[src/rtl/lfsr_sat_counter.sv]
// Saturating up-counter with a variable increment and a synchronous clear.
// When clear and increment happen in the same cycle, the increment is applied to zero.
module lfsr_sat_counter #(
    parameter int unsigned NB_CNT = 16,
    parameter int unsigned NB_INC = 1
) (
    input  logic              clk,
    input  logic              i_rst,
    input  logic              i_clr,
    input  logic              i_inc_en,
    input  logic [NB_INC-1:0] i_inc,
    output logic [NB_CNT-1:0] o_count
);

    localparam int unsigned NB_SUM = NB_CNT + 1;

    logic [NB_CNT-1:0] base;
    logic [NB_SUM-1:0] sum;
    logic [NB_CNT-1:0] count_d;

    // The carry-out of the widened sum marks an overflow; pin the count at all-ones.
    always_comb begin
        base    = i_clr ? '0 : o_count;
        sum     = NB_SUM'(base) + NB_SUM'(i_inc);
        count_d = base;
        if (i_inc_en) begin
            count_d = sum[NB_SUM-1] ? '1 : sum[NB_CNT-1:0];
        end
    end

    always_ff @(posedge clk) begin
        if (i_rst) begin
            o_count <= '0;
        end else begin
            o_count <= count_d;
        end
    end

endmodule

[config.mk]
export PLATFORM = sky130hd
export DESIGN_NAME = lfsr_sat_counter
export DESIGN_NICKNAME = d
export VERILOG_FILES = /design/src/rtl/lfsr_sat_counter.sv
export SDC_FILE = /design/constraint.sdc
export NUM_CORES = 1
export LEC_CHECK = 0
export CELL_PAD_IN_SITES_DETAIL_PLACEMENT = 2
export CELL_PAD_IN_SITES_GLOBAL_PLACEMENT = 2
export CORE_MARGIN = 1.5
export CORE_UTILIZATION = 29
export CTS_CLUSTER_SIZE = 24
export DETAILED_ROUTE_END_ITERATION = 10
export GPL_TIMING_DRIVEN = 1
export PLACE_DENSITY_LB_ADDON = 0.1
export SYNTH_ARGS = -nofsm -noshare
export SYNTH_HDL_FRONTEND = slang
export SYNTH_SLANG_ARGS = --single-unit
[constraint.sdc]
create_clock -name clk -period 3 [get_ports clk]
set_clock_uncertainty 0.1 [all_clocks]
set_input_delay 0.6 -clock clk [delete_from_list [all_inputs] [get_ports clk]]
set_output_delay 0.6 -clock clk [all_outputs]
set_load 0.01 [all_outputs]
Word-level counts from Yosys, hierarchy flattened

Cells that the tools add are included.

Add/subtract/negate cells: 1
Multiplexer cells: 3

Operators with widths:

| kind          | number |
|---|---|
| $mux 16       | 3 |
| $add 16x1->17 | 1 |

Logic and storage cells: 5
Bits in registers: 16

Logic depth before layout (Yosys ltp)

Gate-level depths: netlist of the first run.

Depth after elaboration: 4
Depth in mapped cells: 7
Mapped depth without buffers: 6

Least setup slack after synthesis of the first run

OpenSTA, ideal clock, no wires.

Kind: input port to flip-flop
Start point: input port i_clr
End point: register o_count[14]
Path slack: 0.704 ns
Arrival: 2.075 ns
Stages: 7
Required time: 2.778 ns
Cells stage by stage: buf_4 > nor2b_1 > ha_1 > nand3_4 > nor4_4 > nand3_1 > o311a_1

Word-level cells in the longest chain between the ends: 4

Ends and longest elaborated chain:

| what                   | line | RTL |
|---|---|---|
| start: declaration     | 9    | `input logic i_clr,` |
| $mux 16 *              | 23   | `base = i_clr ? '0 : o_count;` |
| $add 16x1->17          | 24   | `sum = NB_SUM'(base) + NB_SUM'(i_inc);` |
| $mux 16                | 27   | `count_d = sum[NB_SUM-1] ? '1 : sum[NB_CNT-1:0];` |
| $mux 16 *              | 26   | `if (i_inc_en) begin` |
| end signal: assignment | 35   | `o_count <= count_d;` |
| end: declaration       | 12   | `output logic [NB_CNT-1:0] o_count` |

Every way passes the cells marked *; elsewhere a longest branch is shown, timed or not.
A chain may end at the register's enable or synchronous reset.

Final worst setup path of the first run

Start point: input port i_clr
End point: register o_count[10]

Same word-level chain as after synthesis.

==> results_dict.tcl, run 1 <==
set metrics [dict create \
    drtPass1Iterations 2 \
    ys.flop_type "dfxtp_1" \
    rsz0062_at_grt "no" \
    fill_cells 354 \
    largest_reg_flops 16 \
    cp.arrival_ps 2730 \
    clk_latency_ps 290 \
    syn_to_final_growth_pct 30.7 \
    synth_cell_types 34 \
    async_flop_share_pct 0 \
    crit_chain "clkdlybuf4s50_1, nor2b_1, ha_1, nand3_4, nor4_4, nand3_2, a21oi_1" \
    crit_buf_inv 1 \
    hpwlAfterDp_um 1960 \
    cts.clk_slew.worst_paths_ps 110 \
    cts.sinks 16 \
    hp-class "flop to flop" \
    worstPathRequired_ps 3110 \
    post-cts-setup-buffer-count 0 \
    multi_input_area_um2 571 \
    relSlewSlack_pct 56.5 \
    setup_viol_count_final 0 \
    worstPathMaxFanout 9 \
    p_leak_uw 0.000435 \
    num_vias 873 \
    netlist_area_um2 933 \
    grt_pass1_vias 950 \
    layout_setup_ws_ps 379 \
    fin_nets 135 \
    period_minus_slack_ps 2620 \
    grt.total_usage_pct 16.9 \
    grt_max_degree 22 \
    dp_worst_setup_slack_ps 82.8 \
    core_area_um2 3050 \
    max_cap_viol_count 0 \
    finalHoldViolCount 0 \
    ys_seq_area_share_pct 34.3 \
    cts_max_level 1 \
    synth_fp_nets 112 \
    clock_path_buffers 2 \
    top_regs "o_count (16)" \
    antenna_found_initial 0 \
    die_y_um 59.7 \
    rows 20 \
    seq_area_um2 320 \
    start_util_pct 30.6 \
    pin_count 21 \
    crit_path_end_kind "flop" \
    setup_tns_ps 0 \
    yosysWarnings 0 \
    synth_edf_count 0 \
    wire_per_inst_um 15.7 \
    path_delay_family "simple AND/OR/NAND/NOR gates" \
    powerDensity_nw_per_um2 320 \
    crit_slowest_cell "clkdlybuf4s50_1" \
    postCtsHoldBufs 0 \
    critPathMaxStageDelay_ps 460 \
    antennaDiodeCount 0 \
    fp.dieW_um 59.7 \
    drt-initial-drc-count 19 \
    routed_via_density 5.11 \
    synthCells 105 \
    drive_above_1_share_pct 10.2 \
    gp_congestion 0.735 \
    cts_tree "built" \
    tightest_slew_ps 650 \
    start_kind "primary input" \
    wl_um 2680 \
    ys_ff_latch 16 \
    period_share_pct 87.4 \
    cts_resized 0 \
    numCtsBuffers 3 \
    dieArea_um2 3570 \
    outcome "completed" \
    max_clock_freq_mhz 382 \
    numPortBuffers 20 \
    slew_violations 0 \
    detail-route-antenna-nets 0 \
    crit_type "primary input to flop" \
    vdd_drop_max_mv 0.109 \
    grt_first_pass_wirelength_um 4530 \
    regMostFlops "o_count" \
    cts-root-buf "clkbuf_4" \
    drt_drc_violations_left 0 \
    gr-total-overflow 0 \
    avgSynthCellArea_um2 8.89 \
]
-- stage by stage --
stage / area (um^2) / total power, uW / std cells / util (%) / hold slack (ps)
2_1_floorplan: 933 / 233 / 105 / - / 421
3_3_place_gp: 1180 / 245 / 167 / 38.8 / 438
3_5_place_dp: 1180 / 246 / 167 / 38.8 / 443
4_1_cts: 1220 / 398 / 171 / 40.0 / 477
5_1_grt: 1220 / 408 / 171 / 40.0 / 525
6_report: 1220 / 390 / 171 / 40.0 / 473
-- placed cells by master (no fill, tap or decap), types with 2 or more instances in the layout --
| cell | instances |
|---|---|
| a21oi_1 | 9 |
| nand4_1 | 2 |
| nor2_1 | 6 |
| nor3_1 | 5 |
| nor2b_1 | 4 |
| buf_4 | 2 |
| a31oi_1 | 2 |
| xnor2_1 | 4 |
| or3_1 | 2 |
| clkbuf_4 | 3 |
| nand2_1 | 6 |
| a21o_1 | 2 |
| nand3_1 | 7 |
| nand4b_1 | 3 |
| nor4_4 | 2 |
| ha_1 | 2 |
| clkdlybuf4s50_1 | 20 |
| nor4_1 | 2 |
| inv_1 | 6 |
| nand2b_1 | 4 |
| mux2i_1 | 4 |
| o21ai_0 | 2 |
| dfxtp_1 | 16 |
-- cell usage after synthesis (all sizes together), types with 4 or more instances --
cell	instances	area, um^2
dfxtp	16	320
nor4	4	55.1
inv	6	22.5
a21oi	9	45.0
nand3	9	62.6
mux2i	4	40.0
nand2b	4	25.0
nand2	6	22.5
nand4b	4	50.1
xnor2	4	35.0
nor3	5	25.0
nor2b	4	25.0
nor2	6	22.5
-- routing by layer --
metal / track usage, % / up-vias / part of all wire [%]
met2: 30.4 / 10 / 53
met1: 20.3 / 436 / 45
met5: 0 / - / 0
li1: - / 425 / -
met3: 2.60 / 2 / 2.0
met4: 5.71 / 0 / 0.71
-- worst paths after layout --
kind	start	endpoint	slack, ps	cells after the start
max	i_clr	o_count[10]	380	7
min	o_count[8]	o_count[8]	470	1
max reg2reg	o_count[0]	o_count[10]	820	6
min reg2reg	o_count[8]	o_count[8]	470	1
-- layout make-up --
type	count	area share [%]
Tap cell	44	4.51
Inverter	6	1.85
Timing Repair Buffer	22	17.6
Clock buffer	4	2.97
Sequential cell	16	26.3
Multi-Input combinational cell	79	46.8
-- kinds of logic after synthesis --
family | after synthesis | share of synthesized area [%]
compound gates | 20 | 13.9
xor+xnor | 4 | 3.75
fa+ha+maj | 2 | 2.68
buf+inv | 10 | 4.56
flops | 16 | 34.3
mux | 4 | 4.29
simple gates | 49 | 36.5
-- where the power goes --
| part | internal (uW) | switching, uW | leakage (uW) |
|---|---|---|---|
| Combinational | 12.2 | 14.8 | 0.000285 |
| Clock | 73.9 | 75.3 | 0.0000210 |
| Sequential | 213 | 0.576 | 0.000129 |
(Power assumes the default switching activity.)
==> inputs of run 2 (changes only) <==
--- a/config.mk
+++ b/config.mk
@@ -10,5 +10,5 @@
 export CORE_MARGIN = 1.5
 export CORE_UTILIZATION = 29
-export CTS_CLUSTER_SIZE = 24
+export CTS_CLUSTER_SIZE = 28
 export DETAILED_ROUTE_END_ITERATION = 10
 export GPL_TIMING_DRIVEN = 1
==> constraint.sdc (replaced) <==
create_clock -name clk -period 3 [get_ports clk]
set_clock_uncertainty 0.1 [all_clocks]
set_input_delay 0.6 -clock clk [delete_from_list [all_inputs] [get_ports clk]]
set_output_delay 0.6 -clock clk [all_outputs]
set_load 0.02 [all_outputs]
==> results of run 2 <==
The final DEF is identical to that of run 1. Status: completed.
Main changes from that run: total power 390 uW -> 391 uW
==> inputs of run 3 (changes only) <==
==> constraint.sdc (replaced) <==
create_clock -name clk -period 3 [get_ports clk]
set_clock_uncertainty 0.1 [all_clocks]
set_input_delay 0.75 -clock clk [delete_from_list [all_inputs] [get_ports clk]]
set_output_delay 0.75 -clock clk [all_outputs]
set_load 0.02 [all_outputs]
==> results_dict.tcl, run 3 (synthesized netlist as in run 1, its figures left out) <==
set metrics [dict create \
    outcome "completed" \
    worstPathMaxFanout 9 \
    grtUsageMet2_pct 29.3 \
    clock_path_buffers 2 \
    fp.dieW_um 59.7 \
    fin_nets 138 \
    grt_first_pass_wirelength_um 4620 \
    slew_violations 0 \
    rows 20 \
    met3_usage_pct 2.81 \
    reg2reg_to "o_count[1]" \
    vdd_drop_max_mv 0.156 \
    drtPass1Iterations 4 \
    drt_drc_violations_left 0 \
    grt_max_degree 22 \
    routed_via_density 5.11 \
    hp-class "flop to flop" \
    regMostFlops "o_count" \
    holdPathStages 1 \
    post-cts-setup-buffer-count 0 \
    syn_to_final_growth_pct 33.1 \
    drt-initial-drc-count 19 \
    relSlewSlack_pct 55.2 \
    hpwlAfterDp_um 1970 \
    core_area_um2 3050 \
    wl_um 2640 \
    worst_hold_slack_ps 466 \
    max_cap_viol_count 0 \
    grt-busiest-layer "met2" \
    cts_resized 0 \
    postCtsHoldBufs 0 \
    powerDensity_nw_per_um2 315 \
    top_regs "o_count (16)" \
    setup_tns_ps 0 \
    rsz0062_at_grt "no" \
    hold_end "o_count[8]" \
    crit_type "primary input to flop" \
    drive_above_1_share_pct 12.3 \
    cts_tree "built" \
    worstRegToRegCells 6 \
    clk_latency_ps 290 \
    final_cell_mix "clkdlybuf4s50_1 (20), dfxtp_1 (16), a21oi_1 (9), nand3_1 (7)" \
    finalHoldViolCount 0 \
    antenna_found_initial 0 \
    start_kind "primary input" \
    p_leak_uw 0.000450 \
    antennaDiodeCount 0 \
    crit_path_end_kind "flop" \
    period_share_pct 87.2 \
    rrSetupSlack_ps 950 \
    tightest_slew_ps 670 \
    dieArea_um2 3570 \
    gr-total-overflow 0 \
    cts.clk_slew.worst_paths_ps 110 \
    grt_pass1_vias 926 \
    gp_congestion 0.776 \
    numCtsBuffers 3 \
    grt.met1_usage_pct 21.4 \
    cts.sinks 16 \
    num_vias 889 \
    hold_start "o_count[8]" \
    wire_per_inst_um 15.2 \
    final_common_cell "clkdlybuf4s50_1" \
    cts-root-buf "clkbuf_4" \
    pin_count 21 \
    cp.arrival_ps 2720 \
    setup_viol_count_final 0 \
    start_util_pct 30.6 \
    fill_cells 358 \
    numPortBuffers 20 \
    cts_max_level 1 \
    worstPathRequired_ps 3100 \
    detail-route-antenna-nets 0 \
    r2r-start "o_count[0]" \
    grt.total_usage_pct 17.0 \
    die_y_um 59.7 \
    max_clock_freq_mhz 382 \
    largest_reg_flops 16 \
    period_minus_slack_ps 2620 \
]
run 3: cell count changes in the layout (fill, tap and decap cells not counted):
cell / change
buf_4: +3
run 3: critical path: stages:
cell and delay, ps:
clkdlybuf4s50_1 440, nor2b_1 190, ha_1 240, nand3_4 120
nor4_4 470, nand3_2 300, a21oi_1 210
run 3: layout make-up:
| cell class | count | area [um^2] | share of cell area (%) |
|---|---|---|---|
| Multi-Input combinational cell | 79 | 571 | 45.9 |
| Tap cell | 44 | 55.1 | 4.43 |
| Sequential cell | 16 | 320 | 25.8 |
| Clock buffer | 4 | 36.3 | 2.92 |
| Timing Repair Buffer | 25 | 238 | 19.1 |
| Inverter | 6 | 22.5 | 1.81 |
run 3: worst max-delay path by stage:
stage                      from  cells past startpoint     endpoint  slack, ps
after floorplan           i_clr                      7  o_count[14]        550
after global placement    i_clr                      7   o_count[1]        180
after detailed placement  i_clr                      7   o_count[7]         40
after CTS                 i_clr                      7   o_count[7]        350
after global routing      i_clr                      7   o_count[1]        190
final                     i_clr                      7   o_count[1]        380
run 3: stage by stage:
step                      instances  instance area, um^2  utilization [%]  worst slack, ps  total power, uW
after floorplan                 105                  933                -              547              234
after global placement          170                 1210             39.5              180              247
after detailed placement        170                 1210             39.5             43.1              248
after CTS                       174                 1240             40.7              349              400
after global routing            174                 1240             40.7              187              412
final                           174                 1240             40.7              384              391
run 3: per-layer routing:
| layer | wire, um | vias to the layer above |
|---|---|---|
| met5 | 0 | - |
| met4 | 35 | 0 |
| met3 | 58 | 4 |
| met2 | 1280 | 12 |
| met1 | 1270 | 436 |
| li1 | - | 437 |
run 3: power by group:
part	switching, uW	internal [uW]	total [uW]
combinational	15.6	12.7	28.3
clock	74.8	73.8	149
sequential	0.648	213	214
